$ cat src/rtl/gray_seq_ctrl.sv
// gray_seq_ctrl: steps a binary index between programmable bounds (up or
// down, single pass or looping) and offers each index plus its Gray code to a
// downstream consumer over a valid/ready handshake.
//
// Ports:
//   clk, rst_n      clock (rising edge), asynchronous active-low reset
//   start           one-cycle request to begin; ignored while busy
//   stop            abort the running sequence; no effect when idle
//   dir, loop       direction (0 up, 1 down) and loop mode, sampled on start
//   lo, hi          inclusive bounds, sampled on start
//   ready           consumer accepts the current word
//   out_bin         current index (registered)
//   out_gray        out_bin ^ (out_bin >> 1) (registered)
//   valid           out_bin/out_gray hold a word to transfer
//   busy            high while loading or emitting
//   done            one-cycle pulse when a non-looping sequence completes
//   wrap            one-cycle pulse when a looping sequence restarts
//   err             (GRAY_SEQ_CHECK_EN only) sticky flag, set when two
//                   consecutive transferred Gray words within a pass differ
//                   in other than exactly one bit
//
// Build option: define GRAY_SEQ_CHECK_EN to add the err output and checker.
module gray_seq_ctrl #(
  parameter int unsigned WIDTH = 3
) (
  input  logic             clk,
  input  logic             rst_n,
  input  logic             start,
  input  logic             stop,
  input  logic             dir,
  input  logic             loop,
  input  logic [WIDTH-1:0] lo,
  input  logic [WIDTH-1:0] hi,
  input  logic             ready,
  output logic [WIDTH-1:0] out_bin,
  output logic [WIDTH-1:0] out_gray,
  output logic             valid,
  output logic             busy,
  output logic             done,
  output logic             wrap
`ifdef GRAY_SEQ_CHECK_EN
  ,
  output logic             err
`endif
);

  localparam int unsigned W = WIDTH;

  typedef enum logic [1:0] {
    ST_IDLE = 2'd0,
    ST_LOAD = 2'd1,
    ST_EMIT = 2'd2,
    ST_DONE = 2'd3
  } state_e;

  state_e         state_q, state_d;
  logic           dir_q, dir_d;
  logic           loop_q, loop_d;
  logic [W-1:0]   lo_q, lo_d;
  logic [W-1:0]   hi_q, hi_d;
  logic [W-1:0]   bin_q, bin_d;
  logic [W-1:0]   gray_q, gray_d;
  logic           valid_q, valid_d;
  logic           busy_q, busy_d;
  logic           done_q, done_d;
  logic           wrap_q, wrap_d;

  logic [W-1:0]   first_idx_c;
  logic [W-1:0]   last_idx_c;
  logic           at_last_c;
  logic           xfer_c;

  // Pass endpoints depend on the captured direction.
  assign first_idx_c = dir_q ? hi_q : lo_q;
  assign last_idx_c  = dir_q ? lo_q : hi_q;
  assign at_last_c   = (bin_q == last_idx_c);
  // Only meaningful in EMIT; stop suppresses the transfer.
  assign xfer_c      = valid_q & ready & ~stop;

  // Next-state and next-output logic.
  always_comb begin
    state_d = state_q;
    dir_d   = dir_q;
    loop_d  = loop_q;
    lo_d    = lo_q;
    hi_d    = hi_q;
    bin_d   = bin_q;
    valid_d = valid_q;
    busy_d  = busy_q;
    done_d  = 1'b0;
    wrap_d  = 1'b0;

    unique case (state_q)
      ST_IDLE: begin
        valid_d = 1'b0;
        busy_d  = 1'b0;
        if (start) begin
          dir_d   = dir;
          loop_d  = loop;
          lo_d    = lo;
          hi_d    = hi;
          busy_d  = 1'b1;
          state_d = ST_LOAD;
        end
      end
      ST_LOAD: begin
        if (stop) begin
          busy_d  = 1'b0;
          valid_d = 1'b0;
          state_d = ST_IDLE;
        end else begin
          bin_d = first_idx_c;
          if (lo_q > hi_q) begin
            // Empty range: no word is ever offered.
            busy_d  = 1'b0;
            done_d  = 1'b1;
            state_d = ST_DONE;
          end else begin
            valid_d = 1'b1;
            state_d = ST_EMIT;
          end
        end
      end
      ST_EMIT: begin
        if (stop) begin
          valid_d = 1'b0;
          busy_d  = 1'b0;
          state_d = ST_IDLE;
        end else if (xfer_c) begin
          if (at_last_c) begin
            if (loop_q) begin
              bin_d  = first_idx_c;
              wrap_d = 1'b1;
            end else begin
              valid_d = 1'b0;
              busy_d  = 1'b0;
              done_d  = 1'b1;
              state_d = ST_DONE;
            end
          end else begin
            // Bounds are checked before stepping, so this never wraps.
            bin_d = dir_q ? (bin_q - W'(1)) : (bin_q + W'(1));
          end
        end
      end
      ST_DONE: begin
        valid_d = 1'b0;
        busy_d  = 1'b0;
        state_d = ST_IDLE;
      end
      default: begin
        valid_d = 1'b0;
        busy_d  = 1'b0;
        state_d = ST_IDLE;
      end
    endcase

    gray_d = bin_d ^ (bin_d >> 1);
  end

  // State and registered outputs.
  always_ff @(posedge clk or negedge rst_n) begin
    if (!rst_n) begin
      state_q <= ST_IDLE;
      dir_q   <= 1'b0;
      loop_q  <= 1'b0;
      lo_q    <= '0;
      hi_q    <= '0;
      bin_q   <= '0;
      gray_q  <= '0;
      valid_q <= 1'b0;
      busy_q  <= 1'b0;
      done_q  <= 1'b0;
      wrap_q  <= 1'b0;
    end else begin
      state_q <= state_d;
      dir_q   <= dir_d;
      loop_q  <= loop_d;
      lo_q    <= lo_d;
      hi_q    <= hi_d;
      bin_q   <= bin_d;
      gray_q  <= gray_d;
      valid_q <= valid_d;
      busy_q  <= busy_d;
      done_q  <= done_d;
      wrap_q  <= wrap_d;
    end
  end

  assign out_bin  = bin_q;
  assign out_gray = gray_q;
  assign valid    = valid_q;
  assign busy     = busy_q;
  assign done     = done_q;
  assign wrap     = wrap_q;

`ifdef GRAY_SEQ_CHECK_EN
  logic           err_q, err_d;
  logic           have_prev_q, have_prev_d;
  logic [W-1:0]   prev_gray_q, prev_gray_d;
  logic [W-1:0]   diff_c;
  logic           one_bit_c;

  assign diff_c    = gray_q ^ prev_gray_q;
  assign one_bit_c = (diff_c != '0) && ((diff_c & (diff_c - W'(1))) == '0);

  // Compare each transferred Gray word with the previous one of the same pass.
  always_comb begin
    err_d       = err_q;
    have_prev_d = have_prev_q;
    prev_gray_d = prev_gray_q;
    if ((state_q == ST_IDLE) && start) begin
      err_d       = 1'b0;
      have_prev_d = 1'b0;
    end else if ((state_q == ST_EMIT) && xfer_c) begin
      if (have_prev_q && !one_bit_c) begin
        err_d = 1'b1;
      end
      prev_gray_d = gray_q;
      // The word after a pass end starts a new pass, so skip that pair.
      have_prev_d = ~at_last_c;
    end
  end

  always_ff @(posedge clk or negedge rst_n) begin
    if (!rst_n) begin
      err_q       <= 1'b0;
      have_prev_q <= 1'b0;
      prev_gray_q <= '0;
    end else begin
      err_q       <= err_d;
      have_prev_q <= have_prev_d;
      prev_gray_q <= prev_gray_d;
    end
  end

  assign err = err_q;
`endif

endmodule

$ cat config.mk
export PLATFORM = sky130hd
export DESIGN_NAME = gray_seq_ctrl
export DESIGN_NICKNAME = d
export VERILOG_FILES = /design/src/rtl/gray_seq_ctrl.sv
export SDC_FILE = /design/constraint.sdc
export NUM_CORES = 1
export LEC_CHECK = 0
export CORE_MARGIN = 4
export CORE_UTILIZATION = 50
export DETAILED_ROUTE_END_ITERATION = 8
export GPL_ROUTABILITY_DRIVEN = 0
export PLACE_DENSITY = 0.76
export SKIP_LAST_GASP = 1
export SYNTH_ARGS = -nofsm -noshare
export SYNTH_HDL_FRONTEND = slang
export SYNTH_SLANG_ARGS = --single-unit
$ cat constraint.sdc
create_clock -name clk -period 6 [get_ports clk]
set_clock_uncertainty 0.05 [all_clocks]
set_input_delay 1.2 -clock clk [delete_from_list [all_inputs] [get_ports clk]]
set_output_delay 1.2 -clock clk [all_outputs]
set_load 0.01 [all_outputs]
* Yosys cells after proc, flatten, opt, wreduce, memory -nomap -nowiden
Index checks and enable logic that the tools add are counted.
** Word-level totals
- Register bits :: 20
- Output and inout bits :: 10
- Word-level logic and storage cells :: 74
** Operators by class
- Add/subtract/negate cells :: 2
- $lt $le $gt $ge :: 1
- Eq/ne operators :: 10
- Mux-type cells :: 40
- Bitwise logic cells :: 4
- Reductions and logical operators :: 6
** Operators by type and width (number)
- 3-bit two-way mux :: 8
- 1-bit two-way mux :: 21
- 3-bit inequality test (second input constant) :: 5
- 2-bit two-way mux :: 6
- 4-bit AND reduction :: 3
- 2-bit one-hot mux with 4 select lines :: 1
- 3-bit one-hot mux with 2 select lines :: 1
- 2-bit equality test (second input constant) :: 2
- 1-bit one-hot mux with 4 select lines :: 1
- 3-bit by 1-bit adder with 3-bit output (second input constant) :: 1
- 3-bit equality test :: 1
- 3-bit > comparator :: 1
- 1-bit one-hot mux with 3 select lines :: 1
- 3-bit by 1-bit subtractor with 3-bit output (second input constant) :: 1
- 3-bit by 2-bit XOR with 3-bit output :: 1
- 1-bit AND :: 2
- 2-bit by 1-bit equality test with 1-bit output (second input constant) :: 1
- 2-bit zero test :: 1
- 2-bit inequality test (second input constant) :: 1
- 1-bit one-hot mux with 2 select lines :: 1
- 2-bit AND reduction :: 1
- 2-bit OR reduction :: 1
- 1-bit NOT :: 1

* Depth between registers and ports, before layout
- Word-level depth :: 7
- Gate-level depth with buffers :: 9
- Gate-level depth less buffers :: 8

* Least setup slack after synthesis
OpenSTA, ideal clock, no wires.
- Path type :: input -> register
- Start point :: in stop
- End point :: reg gray_q[0], in the netlist out_gray[0]
- Library setup time :: 0.127 ns
- Arrival time :: 2.302 ns
- Path slack :: 3.521 ns
- Stages on the path :: 8
- Buffers on the path :: 2
- Cells stage by stage :: buf_6 and3b_1 buf_6 o21ai_1 a21oi_1 o211a_1 mux2i_2 xor2_1
** On the way
- Longest elaborated chain between the ends :: 6
- Elaborated cells on any way between the ends :: 7
- Classes of those cells :: mux: 4; bitwise: 3
** RTL lines
- start, declared :: RTL line 29 : input logic stop,
- 1-bit NOT :: RTL line 78 : assign xfer_c = valid_q & ready & ~stop;
- 1-bit AND :: RTL line 78
- 3-bit two-way mux :: RTL line 129 : end else if (xfer_c) begin
- 3-bit two-way mux :: RTL line 125 : if (stop) begin
- 3-bit one-hot mux with 2 select lines * :: RTL line 93 : unique case (state_q)
- named net bin_d[1] :: RTL line 61 : logic [W-1:0] bin_q, bin_d;
- 3-bit by 2-bit XOR with 3-bit output * :: RTL line 158 : gray_d = bin_d ^ (bin_d >> 1);
- named net gray_d[0] :: RTL line 62 : logic [W-1:0] gray_q, gray_d;
- end signal, assigned :: RTL line 182 : gray_q <= gray_d;
- end, declared :: RTL line 62
Mark *: on every way through the listed nets, which the timed path passes. The rest lies on a longest branch.
A chain may end at the register's enable or synchronous reset.

* Final worst setup path
Same ends and word-level chain as after synthesis.

==> reports/results.ini <==
[status]
status=complete, no violations

[timing]
timing.setup.tns_ns=0
rsz0062_at_grt=no
fin_crit_ns=2.83
slew_headroom=0.430
fin_crit_sh=0.471
finalSetupViolCount=0
hold_viol=0
worstMarginPinSlew_ns=0.852
max_freq_mhz=354
worst_slack_ns=3.17
finalMaxSlewViolations=0

[cells_and_area]
drive_gt1_frac=0.116
area_growth_pct=16.9
instances_no_fill=177
utilization=0.615
num_antenna_cells=0
nNetsFinal=169

[logic_synthesis]
ys_types=36
synthArstFlopShare=1.00
yosys_warnings=0
ys_seq_elements=19
syn_nets=150
synth_ff_type=dfrtp_1
synth-edff-count=0
ys_seq_area_frac=0.365
postSynthCellCount=129
synth_area_sq_um=1300
synth.avg_cell_area_sq_um=10.1

[route]
drtIter0Drc=13
via_per_inst=5.74
totalWireLength_microns=2490
dr_total_vias=1016
dr.pass1.iters=4
routedWlPerCell_microns=14.1
detail-route-antenna-nets=0
drc=0

[cts]
cts_max_level=1
cts-root-buf=clkbuf_4
cts_resized=0
cts_hold_buffers=0
cts_buffer_depth=2
cts_tree=built
numCtsBuffers=3
post_cts_buffers=0
clk_pin_slew_ns=0.11
cts_sinks=19
worstSkewPairLatency_ns=0.29

[global_routing]
first_global_vias=977
grt_antenna_before_repair=0
grt_usage=0.160
grt_max_degree=20
grt-ovfl-total=0
grt_pass1_wl_microns=4330

[min_path]
worstHoldPathType=reg -> reg

[pwr]
finalPower_uw=743
peakVddDrop_mv=0.289
p_leak_uw=0.000687
power_density_nw_per_um2=488

[worst_setup_path]
crit_type=in -> reg
critical_path_required_ns=6.14
end_kind=flop
cp-start-kind=input port
crit_fanout=10
crit_arrival_ns=2.96

[floorplan]
design.core.area_sq_um=2480
die_w_microns=59.0
core.rowCount=18
die_area_sq_um=3490
io_pins=23
initial_core_util=0.526
die_h_microns=59.0

[placed_design]
portBuffers=22
dp_cells=173
place_hpwl_microns=1890
dp_slack_ns=2.89

[job]
maxCapViolCount=0

-- logic make-up (layout without fill, tap and decap cells) --
family | Yosys count | in the layout | synth area share
AOI/OAI and AO/OA | 29 | 29 | 0.148
xor gates and xnor gates | 7 | 7 | 0.0471
adders and majority gates | 8 | 8 | 0.0826
buffers and inverters | 19 | 37 | 0.0807
DFF | 19 | 19 | 0.365
muxes | 19 | 19 | 0.157
and+or+nand+nor | 28 | 28 | 0.120
-- registers in the layout, indices dropped and copies added (netlist names) --
name	count
wrap	1
hi_q	3
done	1
out_bin	3
busy	1
lo_q	3
dir_q	1
loop_q	1
valid	1
state_q	2
out_gray	2
-- through the flow --
step	hold WS (ns)	instance area [sq um]
after floorplan	0.442	1300
after global placement	0.457	1500
after detailed placement	0.471	1500
after CTS	0.491	1520
after global routing	0.535	1520
final	0.482	1520
-- cell type report --
class,count,area (sq um)
multi-input combinational,91,722
fill,216,955
sequential,19,475
clock buffer,4,26.3
tap,30,37.5
timing repair buffer,22,220
inverter,11,41.3
-- report_power, final --
part           switching, uW  leakage, uW  internal, uW
Clock                   40.0    0.0000150          25.9
Combinational            220     0.000433           212
Sequential              64.9     0.000239           180
-- synth_stat cells (all sizes together) (3+ instances only) --
cell    count  area, sq um
mux2        8         90.1
nand3       3         15.0
mux2i      11          114
xor2        5         43.8
buf         5         52.6
nand4       3         18.8
dfrtp      19          475
a21oi      10         53.8
nand2       7         26.3
o21ai       8         40.0
inv        11         41.3
nor2        6         22.5
ha          7         87.6
a32oi       3         26.3
clkbuf      3         11.3
-- worst paths after layout --
path | start | end | slack [ns] | cells past startpoint
setup / recovery | stop | out_gray[0] | 3.17 | 7
hold / removal | busy | busy | 0.48 | 2
setup reg to reg | dir_q | out_gray[0] | 3.81 | 6
hold reg to reg | busy | busy | 0.48 | 2
max in group asynchronous | rst_n | lo_q[2] | 4.05 | 1
min in group asynchronous | rst_n | state_q[0] | 1.33 | 1
-- placed cells by master (no fill, tap or decap), drive strengths merged, types with 2 or more instances in the layout --
| cell | Yosys | layout |
|---|---|---|
| clkbuf | 3 | 4 |
| nand2 | 7 | 7 |
| xor2 | 5 | 5 |
| mux2i | 11 | 11 |
| o21ai | 8 | 8 |
| ha | 7 | 7 |
| dfrtp | 19 | 19 |
| nand4 | 3 | 3 |
| nand3 | 3 | 3 |
| clkdlybuf4s50 | 0 | 22 |
| nor2 | 6 | 6 |
| mux2 | 8 | 8 |
| a32oi | 3 | 3 |
| a21oi | 10 | 10 |
| xnor2 | 2 | 2 |
| inv | 11 | 11 |
| nand3b | 2 | 2 |
| a21boi | 2 | 2 |
-- worst max-delay path, stage by stage --
cell and delay, ns:
clkdlybuf4s50_1 0.55, and3b_1 0.42, o21ai_1 0.11, a21oi_1 0.20, o211a_1 0.22, mux2i_2 0.09
xor2_1 0.18
-- per-layer routing --
metal / up-vias / global-route usage / wire length [microns]
met3: 2 / 0.0283 / 162
met1: 492 / 0.209 / 1100
met4: 0 / 0.0485 / 18
met2: 34 / 0.270 / 1210
met5: - / 0 / 0
li1: 488 / - / -
Note: power is estimated with default switching activity, not from simulation.
